`config.mk`:
```
export PLATFORM = sky130hd
export DESIGN_NAME = pipe_share_arbiter
export DESIGN_NICKNAME = d
export VERILOG_FILES = /design/src/rtl/pipe_share_arbiter.sv
export SDC_FILE = /design/constraint.sdc
export NUM_CORES = 1
export LEC_CHECK = 0
export CAP_MARGIN = 20
export CORE_UTILIZATION = 25
export CTS_BUF_LIST = sky130_fd_sc_hd__clkbuf_4
export CTS_CLUSTER_SIZE = 24
export DETAILED_ROUTE_END_ITERATION = 8
export PLACE_DENSITY_LB_ADDON = 0.2
export SYNTH_ARGS = -nofsm -noshare
export SYNTH_HDL_FRONTEND = slang
export SYNTH_SLANG_ARGS = --single-unit
```
`constraint.sdc`:
```
create_clock -name clk -period 2.1 [get_ports clk]
set_clock_uncertainty 0.2 [all_clocks]
set_input_delay 0.42 -clock clk [delete_from_list [all_inputs] [get_ports clk]]
set_output_delay 0.42 -clock clk [all_outputs]
set_load 0.005 [all_outputs]
```
`src/rtl/pipe_share_arbiter.sv`:
```
// pipe_share_arbiter: round-robin sharing of one fixed-latency pipeline
// among NREQ requesters, with result steering, a quiesce FSM and an error flag.
//
// Ports:
//   clk, rst (async, active-low)
//   req_valid / req_data / req_ready : requester issue side (one-hot grant)
//   pipe_input_valid / pipe_x        : to the shared pipeline
//   pipe_output_valid / pipe_out     : from the shared pipeline
//   res_valid / res_data             : result strobe to the owner, shared data
//   quiesce / idle                   : drain request and halted status
//   err                              : sticky tag/valid mismatch
//   issue_cnt                        : per-requester 16-bit issue counters,
//                                      only when PIPE_ARB_STATS_EN is defined
module pipe_share_arbiter #(
  parameter int NREQ    = 4,
  parameter int W       = 32,
  parameter int LATENCY = 2
) (
  input  logic              clk,
  input  logic              rst,
  input  logic [NREQ-1:0]   req_valid,
  input  logic [NREQ*W-1:0] req_data,
  output logic [NREQ-1:0]   req_ready,
  output logic              pipe_input_valid,
  output logic [W-1:0]      pipe_x,
  input  logic              pipe_output_valid,
  input  logic [W-1:0]      pipe_out,
  output logic [NREQ-1:0]   res_valid,
  output logic [W-1:0]      res_data,
  input  logic              quiesce,
  output logic              idle,
  output logic              err
`ifdef PIPE_ARB_STATS_EN
  ,
  output logic [NREQ*16-1:0] issue_cnt
`endif
);

  localparam int TAG_W = (NREQ > 1) ? $clog2(NREQ) : 1;
  localparam int CNT_W = $clog2(LATENCY + 1);

  typedef enum logic [1:0] {
    RUN   = 2'd0,
    DRAIN = 2'd1,
    HALT  = 2'd2
  } state_e;

  state_e                          state_q, state_d;
  logic [TAG_W-1:0]                rr_q, rr_d;
  logic [CNT_W-1:0]                inflight_q, inflight_d;
  logic [LATENCY-1:0]              vld_q, vld_d;
  logic [LATENCY-1:0][TAG_W-1:0]   tag_q, tag_d;
  logic                            err_q, err_d;

  logic                            found;
  logic [TAG_W-1:0]                gnt_idx;
  logic                            issue;
  logic                            ov;
  logic [TAG_W-1:0]                tail_tag;
  logic                            tail_vld;
  logic                            over, under;

  // First valid requester at or after rr_q, wrapping mod NREQ.
  always_comb begin
    found   = 1'b0;
    gnt_idx = '0;
    for (int k = 0; k < NREQ; k++) begin
      int j;
      j = int'(rr_q) + k;
      if (j >= NREQ) j = j - NREQ;
      if (!found && req_valid[j]) begin
        found   = 1'b1;
        gnt_idx = TAG_W'(j);
      end
    end
  end

  // Outputs are forced low while reset is held.
  assign issue = rst && found && (state_q == RUN) && !quiesce;
  assign ov    = rst && pipe_output_valid;

  assign tail_tag = tag_q[LATENCY-1];
  assign tail_vld = vld_q[LATENCY-1];

  always_comb begin
    req_ready = '0;
    pipe_x    = '0;
    if (issue) begin
      req_ready[gnt_idx] = 1'b1;
      pipe_x             = req_data[gnt_idx*W +: W];
    end
  end

  assign pipe_input_valid = issue;

  always_comb begin
    res_valid = '0;
    res_data  = '0;
    if (ov) begin
      res_valid[tail_tag] = 1'b1;
      res_data            = pipe_out;
    end
  end

  assign idle = (state_q == HALT);
  assign err  = err_q;

  always_comb begin
    rr_d = rr_q;
    if (issue) begin
      rr_d = (int'(gnt_idx) == NREQ - 1) ? '0 : gnt_idx + TAG_W'(1);
    end
  end

  always_comb begin
    vld_d    = '0;
    tag_d    = '0;
    vld_d[0] = issue;
    tag_d[0] = gnt_idx;
    for (int s = 1; s < LATENCY; s++) begin
      vld_d[s] = vld_q[s-1];
      tag_d[s] = tag_q[s-1];
    end
  end

  // Saturating occupancy; hitting either rail marks an error.
  always_comb begin
    inflight_d = inflight_q;
    over       = 1'b0;
    under      = 1'b0;
    if (issue && !ov) begin
      if (inflight_q == CNT_W'(LATENCY)) over = 1'b1;
      else inflight_d = inflight_q + CNT_W'(1);
    end else if (ov && !issue) begin
      if (inflight_q == '0) under = 1'b1;
      else inflight_d = inflight_q - CNT_W'(1);
    end
  end

  assign err_d = err_q | (ov != tail_vld) | over | under;

  always_comb begin
    state_d = state_q;
    case (state_q)
      RUN:     if (quiesce) state_d = DRAIN;
      DRAIN: begin
        if (!quiesce) state_d = RUN;
        else if (inflight_q == '0) state_d = HALT;
      end
      HALT:    if (!quiesce) state_d = RUN;
      default: state_d = RUN;
    endcase
  end

  always_ff @(posedge clk or negedge rst) begin
    if (!rst) begin
      state_q    <= RUN;
      rr_q       <= '0;
      inflight_q <= '0;
      vld_q      <= '0;
      tag_q      <= '0;
      err_q      <= 1'b0;
    end else begin
      state_q    <= state_d;
      rr_q       <= rr_d;
      inflight_q <= inflight_d;
      vld_q      <= vld_d;
      tag_q      <= tag_d;
      err_q      <= err_d;
    end
  end

`ifdef PIPE_ARB_STATS_EN
  logic [NREQ-1:0][15:0] cnt_q, cnt_d;

  always_comb begin
    cnt_d = cnt_q;
    if (issue && cnt_q[gnt_idx] != 16'hFFFF) begin
      cnt_d[gnt_idx] = cnt_q[gnt_idx] + 16'd1;
    end
  end

  always_ff @(posedge clk or negedge rst) begin
    if (!rst) cnt_q <= '0;
    else      cnt_q <= cnt_d;
  end

  assign issue_cnt = cnt_q;
`endif

endmodule

```
Yosys cells after proc, flatten, opt, wreduce, memory -nomap -nowiden
Index checks and enable logic that the tools add are counted.
- $add $sub $neg: 10
- multiplexer cells: 47
- magnitude comparators: 12
- equal/unequal tests: 10
- shift-type cells: 1
- reductions and logical operators: 22
- bitwise logic cells: 3
- operators with widths (kind ; count):
    $mux 32 ; 6
    $lt 32x4->1 const B ; 4
    $shiftx 128x8->32 ; 1
    $mux 2 ; 13
    $mux 1 ; 19
    $sub 3x3->4 const B ; 3
    $logic_and 1x1->1 ; 11
    $ge 3x3->1 const B ; 3
    $bmux 1 s2 ; 4
    $mux 4 ; 2
    $ne 2x2->1 const B ; 4
    $add 2x2->3 const B ; 2
    $logic_not 1->1 ; 6
    $lt 2x3->1 const B ; 2
    $pmux 2 s3 ; 1
    $reduce_and 3->1 ; 2
    $add 2x1->2 const B ; 2
    $demux 1 s2 ; 2
    $eq 2x1->1 const B ; 2
    $eq 2x2->1 const B ; 2
    $ge 2x1->1 const B ; 2
    $logic_not 2->1 ; 2
    $sub 2x3->4 const B ; 1
    $add 2x1->3 const B ; 1
    other kinds (6) ; 8
- register bits: 13
- output and inout bits: 75
- input bits: 168
- logic and storage cells: 112

Logic depth before layout (Yosys ltp)
Gate-level depths: netlist of the first run.
- word-level depth: 23
- gate-level depth with buffers: 8
- depth with buffers taken out: 6

Worst setup path after synthesis of the first run
Ideal clock, no wire load.
- path kind: input port to output port
- start point: input port rst
- end point: output port pipe_x[30]
- slack: -33 ps
- path buffers: 2
- stages: 6
- arrival time: 1513 ps
- cell sequence: buf_4 nand2b_1 nor4_4 nand2_4 buf_6 o22ai_1
- longest elaborated chain between the ends: 4
- RTL lines (item ; line ; RTL):
    start, declared ; 20 ; input logic rst,
    $logic_and 1x1->1 (3 in a row) ; 79 ; assign issue = rst && found && (state_q == RUN) && !quiesce;
    $mux 32 ; 88 ; if (issue) begin
    end, declared ; 25 ; output logic [W-1:0] pipe_x,
No other way between the ends.

Worst setup path in the final report of the first run
- start point: register rr_q[1]
- end point: output port pipe_x[24]
- elaborated cells between the ends (all ways): 46
- those cells by class: add/sub: 7; order compare: 4; shift: 1; mux: 25; reduce/logical: 9
- RTL lines (item ; line ; RTL):
    start, declared ; 49 ; logic [TAG_W-1:0] rr_q, rr_d;
    start signal, assigned ; 165 ; rr_q <= rr_d;
    parallel branches: the longest is 14 deep, another holds $sub 3x3->4 ; -- ;
    $mux 2 * ; 71 ; if (!found && req_valid[j]) begin
    net gnt_idx[0] ; 56 ; logic [TAG_W-1:0] gnt_idx;
    $shiftx 128x8->32 * ; 90 ; pipe_x = req_data[gnt_idx*W +: W];
    $mux 32 * ; 88 ;
Mark *: on every way through the listed nets, which the timed path passes. The select of a mux whose other input is x is not followed.

==> reports/metrics.yaml, run 1 <==
critical_path_required_ps: 1480
holdWs_ps: 13.8
hold_viol: 0
drive_gt1_share_pct: 42.1
fin_crit_ps: 2660
clkPwrFrac_pct: 5.1
outcome: "finished with violations"
drtIter0Drc: 60
antenna_cells: 0
r2r_setup_slack_ps: 70
final_antenna_net_count: 0
clock_tree.root_cell: "clkbuf_4"
yosys.area_share.adder_pct: 2.38
seq_power_share_pct: 11.5
cts.path.max_buffers: 2
antenna_found_initial: 0
drt-pass1-iter-count: 4
synth_simple_gate_area_share_pct: 20.1
slowest_delay_ps: 460
syn_nets: 391
finalCoreUtilization_pct: 69.5
cp_num_buf_inv: 5
critPathLaunchType: "register"
synth_compound_area_share_pct: 21.6
vias: 2968
hpwl_microns: 7630
post-place-ws_ps: -1140
fp.coreArea_sq_um: 8180
cts_tree: "yes"
die_x_microns: 93.7
avgSynthCellArea_sq_um: 9.60
gr-total-overflow: 0
place.gp.congestion: 0.784
crit_family: "buffers and inverters"
cp_max_fo: 5
cts_sinks: 13
synth_top_family_by_area: "multiplexers"
grt_pass1_vias: 3095
ys_types: 36
netSwitchingFraction_pct: 36.2
route.detailed.drc: 0
dpl.cell_count: 581
violations: "negative setup slack"
fin_ws_ps: -560
postCtsHoldBufs: 0
crit_type: "register to output port"
intPower_uw: 2070
io_pins: 243
fin_setup_tns_ps: -18730
finalSetupViolCount: 37
insertion_delay_ps: 270
rows: 33
peakVddDrop_mv: 0.259
fin_cells: 616
slew_viol_final: 0
hp-class: "input pin to asynchronous set/reset pin"
finalCritPeriodShare_pct: 127
muxShareOfSynthArea_pct: 31.9
wl_microns: 10500
crit_chain: "mux2i_1 > and2_4 > nor3_4 > inv_2 > nand2_4 > buf_6 > buf_8 > buf_12 > o22ai_2 > buf_2"
cts_max_level: 1
num-nets-final: 684
port_buffers: 242
die-area_sq_um: 8780
seq_area_frac_synth_pct: 15.5
power_density_nw_per_um2: 570
drv_cap: 0
ys_ff_latch: 13
max_freq_mhz: 376
grt_max_degree: 25
synth_xor_area_share_pct: 0
clkTransAtPathRegs_ps: 80
final_cell_mix: "clkdlybuf4s50_1 (161), dlygate4sd2_1 (38), and3_1 (33)"
wl_per_cell_microns: 17.1
switching_power_uw: 1170
grt_pass1_wl_microns: 15300
layout_commonest_cell: "clkdlybuf4s50_1"
rsz0062_at_grt: "yes"
numCtsBuffers: 3
leakage_uw: 0.00261
start_util_pct: 25.7
synthToLayoutAreaGrowth_pct: 170
combPwrFrac_pct: 83.4
fp.dieH_microns: 93.7
grtUsageTotal_pct: 22.2
synth_area_sq_um: 2100
worst_path_max_delay_cell: "dfrtp_2"
worstMarginPinSlew_ps: 263
slew_headroom_pct: 82.3
viasPerCell: 4.82
syn_inst: 219
yosys_warnings: 0
crit_path_end_kind: "output port"
cp_data_arrival_time_ps: 2040
synthesized netlist by cell type:
| cell type | instances | area, sq um |
|---|---|---|
| mux2i_1 | 66 | 661 |
| and3_1 | 33 | 206 |
| o22ai_2 | 26 | 325 |
| dfrtp_1 | 13 | 325 |
| buf_6 | 9 | 101 |
| a21oi_1 | 7 | 35.0 |
| clkbuf_1 | 7 | 26.3 |
| o22ai_1 | 6 | 37.5 |
| and2_1 | 5 | 31.3 |
| nand2_1 | 5 | 18.8 |
| buf_4 | 4 | 30.0 |
| ha_1 | 4 | 50.1 |
| nand2b_1 | 3 | 18.8 |
| nor2_1 | 3 | 11.3 |
| nor3b_1 | 3 | 22.5 |
| buf_2 | 2 | 10.0 |
| inv_2 | 2 | 7.51 |
| nor2b_1 | 2 | 12.5 |
| o21a_1 | 2 | 15.0 |
| a211oi_1 | 1 | 7.51 |
| a2bb2oi_2 | 1 | 15.0 |
| and2_4 | 1 | 8.76 |
| and3b_1 | 1 | 8.76 |
| inv_1 | 1 | 3.75 |
| mux2_2 | 1 | 11.3 |
| nand2_2 | 1 | 6.26 |
| nand2_4 | 1 | 11.3 |
| nand3b_1 | 1 | 7.51 |
| nor3_1 | 1 | 5.00 |
| nor3_4 | 1 | 16.3 |
| nor4_1 | 1 | 6.26 |
| nor4_4 | 1 | 21.3 |
| nor4bb_1 | 1 | 10.0 |
| o21ai_0 | 1 | 5.00 |
| o21ai_1 | 1 | 5.00 |
| o311ai_1 | 1 | 8.76 |
sequential cells by signal (all words and copies together), names as in the netlist:
register    count
inflight_q      2
tail_tag        2
state_q         2
rr_q            2
vld_q           2
err             1
tag_d           2
layer usage:
metal / up-vias / routed length [microns] / global-route usage, %
li1: 1428 / - / -
met1: 1386 / 3920 / 25.2
met3: 12 / 828 / 6.39
met2: 142 / 5660 / 41.5
met5: - / 0 / 0
met4: 0 / 144 / 3.46
worst reg2reg max path: stages (launching register included):
cell and delay [ps]:
dfrtp_2 460, nand2_2 90, nand3b_1 120, a2bb2oi_4 200, buf_12 150, buf_4 150
ha_1 250, mux2_2 290
worst paths after layout:
| kind | startpoint | endpoint | cells after the start |
|---|---|---|---|
| min | rst | err$_DFF_PN0_ | 2 |
| max reg2reg | rr_q[1]$_DFFE_PN0P_ | rr_q[1]$_DFFE_PN0P_ | 7 |
| max | rr_q[1]$_DFFE_PN0P_ | pipe_x[24] | 10 |
| min in group clk | vld_q[0]$_DFF_PN0_ | vld_q[1]$_DFF_PN0_ | 0 |
| max in group asynchronous | rst | rr_q[1]$_DFFE_PN0P_ | 2 |
| min reg2reg | vld_q[0]$_DFF_PN0_ | vld_q[1]$_DFF_PN0_ | 0 |
cells by family after synthesis:
kind of cell             Yosys count
AO/OA/AOI/OAI                     46
adder cells (fa/ha/maj)            4
buffers and inverters             25
flip-flops                        13
multiplexers                      67
AND/OR/NAND/NOR                   64
cell type report:
| cell class | count | area (sq um) |
|---|---|---|
| repair buffers | 310 | 3080 |
| fillers | 583 | 2490 |
| multi-input cells | 181 | 2110 |
| flip-flops and latches | 13 | 327 |
| well taps | 105 | 131 |
| clock buffers | 4 | 30.0 |
| inverters | 3 | 11.3 |
power groups by stage:
stage | registers [uW] | clock network [uW] | logic (uW)
2_1_floorplan | 356 | 0 | 993
3_3_place_gp | 364 | 0 | 1880
3_5_place_dp | 367 | 0 | 1900
4_1_cts | 360 | 169 | 2410
5_1_grt | 383 | 183 | 2850
6_report | 374 | 165 | 2700
what timing repair did:
item                                    in CTS  in global routing
gates cloned                                 5                  1
pin swaps                                   26                 24
gates resized for setup                    252                 81
endpoints found under the setup margin      75                 39
setup buffers                               29                  7
through the flow:
step | cell area [sq um] | power [uW]
2_1_floorplan | 2160 | 1350
3_3_place_gp | 4900 | 2240
3_5_place_dp | 4900 | 2270
4_1_cts | 5380 | 2940
5_1_grt | 5680 | 3410
6_report | 5680 | 3240
Power figures use the tool's default switching activity.
==> run 2, diff against run 1 <==
- ABC_CLOCK_PERIOD_IN_PS: not set -> 2100
- SLEW_MARGIN: not set -> 20
==> results of run 2 <==
The final DEF is identical to that of run 1; final timing and power are the same.
==> run 3, diff against run 2 <==
- ABC_CLOCK_PERIOD_IN_PS: 2100 -> 2850
- CORE_AREA: not set -> 2 2 95 97
- CORE_UTILIZATION: 25 -> not set
- DIE_AREA: not set -> 0 0 97 99
- clock period: 2.1 -> 2.85 ns (I/O delays scaled with it)
==> reports/metrics.yaml, run 3 (same netlist as run 1, synthesis figures left out) <==
outcome: "finished with violations"
violations: "negative setup slack"
max_freq_mhz: 346
clkTransAtPathRegs_ps: 80
cts.path.max_buffers: 2
peakVddDrop_mv: 0.186
holdWs_ps: 151
switching_power_uw: 782
die_x_microns: 97
io_pins: 243
rows: 34
met1_usage_pct: 19.8
hpwl_microns: 7940
crit_type: "register to output port"
power.total_uw: 2240
fin_ws_ps: -37.6
wl_per_cell_microns: 16.5
intPower_uw: 1450
cts_tree: "yes"
grt-busiest-layer: "met2"
route.detailed.drc: 0
num-nets-final: 676
grt_pass1_wl_microns: 14700
combPwrFrac_pct: 82.9
grt_use_met2_pct: 37.4
layout_commonest_cell: "clkdlybuf4s50_1"
finalCoreUtilization_pct: 63.4
cp_data_arrival_time_ps: 2120
seq_power_share_pct: 11.7
postCtsHoldBufs: 0
grt_pass1_vias: 2907
drive_gt1_share_pct: 34.2
slew_viol_final: 0
vias: 2840
viasPerCell: 4.65
critPathLaunchType: "register"
leakage_uw: 0.00236
clkPwrFrac_pct: 5.3
wl_microns: 10100
critical_path_required_ps: 2080
drtIter0Drc: 31
post-place-ws_ps: -758
antenna_found_initial: 0
fin_crit_ps: 2890
place_area_sq_um: 4760
insertion_delay_ps: 260
gr-total-overflow: 0
crit_path_end_kind: "output port"
finalCritPeriodShare_pct: 101
fin_area_sq_um: 5430
power_density_nw_per_um2: 412
cts_max_level: 1
hp-class: "register to register"
die-area_sq_um: 9600
grt_max_degree: 50
rsz0062_at_grt: "yes"
start_util_pct: 24.6
place.gp.congestion: 0.807
netSwitchingFraction_pct: 35.0
antenna_cells: 0
fp.coreArea_sq_um: 8550
numCtsBuffers: 3
drv_cap: 0
slew_headroom_pct: 79.7
fp.dieH_microns: 99
final_cell_mix: "clkdlybuf4s50_1 (199), mux2i_1 (34), and3_1 (33)"
hold_viol: 0
final_antenna_net_count: 0
use_met3_pct: 5.18
grtUsageTotal_pct: 18.8
port_buffers: 242
clock_tree.root_cell: "clkbuf_4"
cp_max_fo: 3
drt-pass1-iter-count: 4
cts_sinks: 13
synthToLayoutAreaGrowth_pct: 158
finalSetupViolCount: 4
worstMarginPinSlew_ps: 303
fillers: 702
[run 3: power groups by stage]
stage | Sequential (uW) | Clock (uW) | Combinational, uW
floorplan | 262 | 0 | 711
global placement | 265 | 0 | 1280
detailed placement | 267 | 0 | 1290
CTS | 262 | 127 | 1490
global route | 268 | 136 | 1960
finish | 263 | 119 | 1850
[run 3: worst paths after layout]
kind	startpoint	end	slack (ps)	depth (start not counted)
max in group asynchronous	rst	rr_q[1]$_DFFE_PN0P_	2030	2
min in group asynchronous	rst	tag_d[3]$_DFF_PN0_	220	2
max	rr_q[1]$_DFFE_PN0P_	req_ready[3]	-40	9
max reg2reg	rr_q[1]$_DFFE_PN0P_	rr_q[1]$_DFFE_PN0P_	660	8
min	vld_q[0]$_DFF_PN0_	vld_q[1]$_DFF_PN0_	150	0
min reg2reg	vld_q[0]$_DFF_PN0_	vld_q[1]$_DFF_PN0_	150	0
[run 3: repair_timing]
item | 4_1_cts | 5_1_grt
pin swaps | 5 | 8
resized for setup | 110 | 104
cloned | 2 | 2
setup endpoints to repair | 73 | 37
setup buffers | 15 | 17
[run 3: final cells by class]
| class | count | area, sq um | area share, % |
|---|---|---|---|
| sequential | 13 | 325 | 6.00 |
| tap | 108 | 135 | 2.49 |
| clock buffer | 4 | 30.0 | 0.554 |
| timing repair buffer | 302 | 3030 | 55.9 |
| inverter | 3 | 11.3 | 0.208 |
| multi-input combinational | 181 | 1890 | 34.8 |
[run 3: critical path, cell delays in order (launching register included)]
cell and delay, ps:
dfrtp_1 420, buf_4 180, nor3b_4 220, nor3_4 100
buf_4 150, buf_6 110, buf_4 120, ha_1 180
and2_1 120, dlygate4sd2_1 260
[run 3: layer usage]
| layer | vias to the layer above | routed length (microns) |
|---|---|---|
| met5 | - | 0 |
| met4 | 0 | 113 |
| met3 | 8 | 833 |
| met2 | 140 | 5510 |
| met1 | 1282 | 3620 |
| li1 | 1410 | - |
[run 3: metrics by stage]
stage / cells / TNS (ps)
2_1_floorplan: 219 / 0
4_1_cts: 592 / -328
3_5_place_dp: 571 / -30130
3_3_place_gp: 571 / -26770
5_1_grt: 611 / -1630
6_report: 611 / -41.7
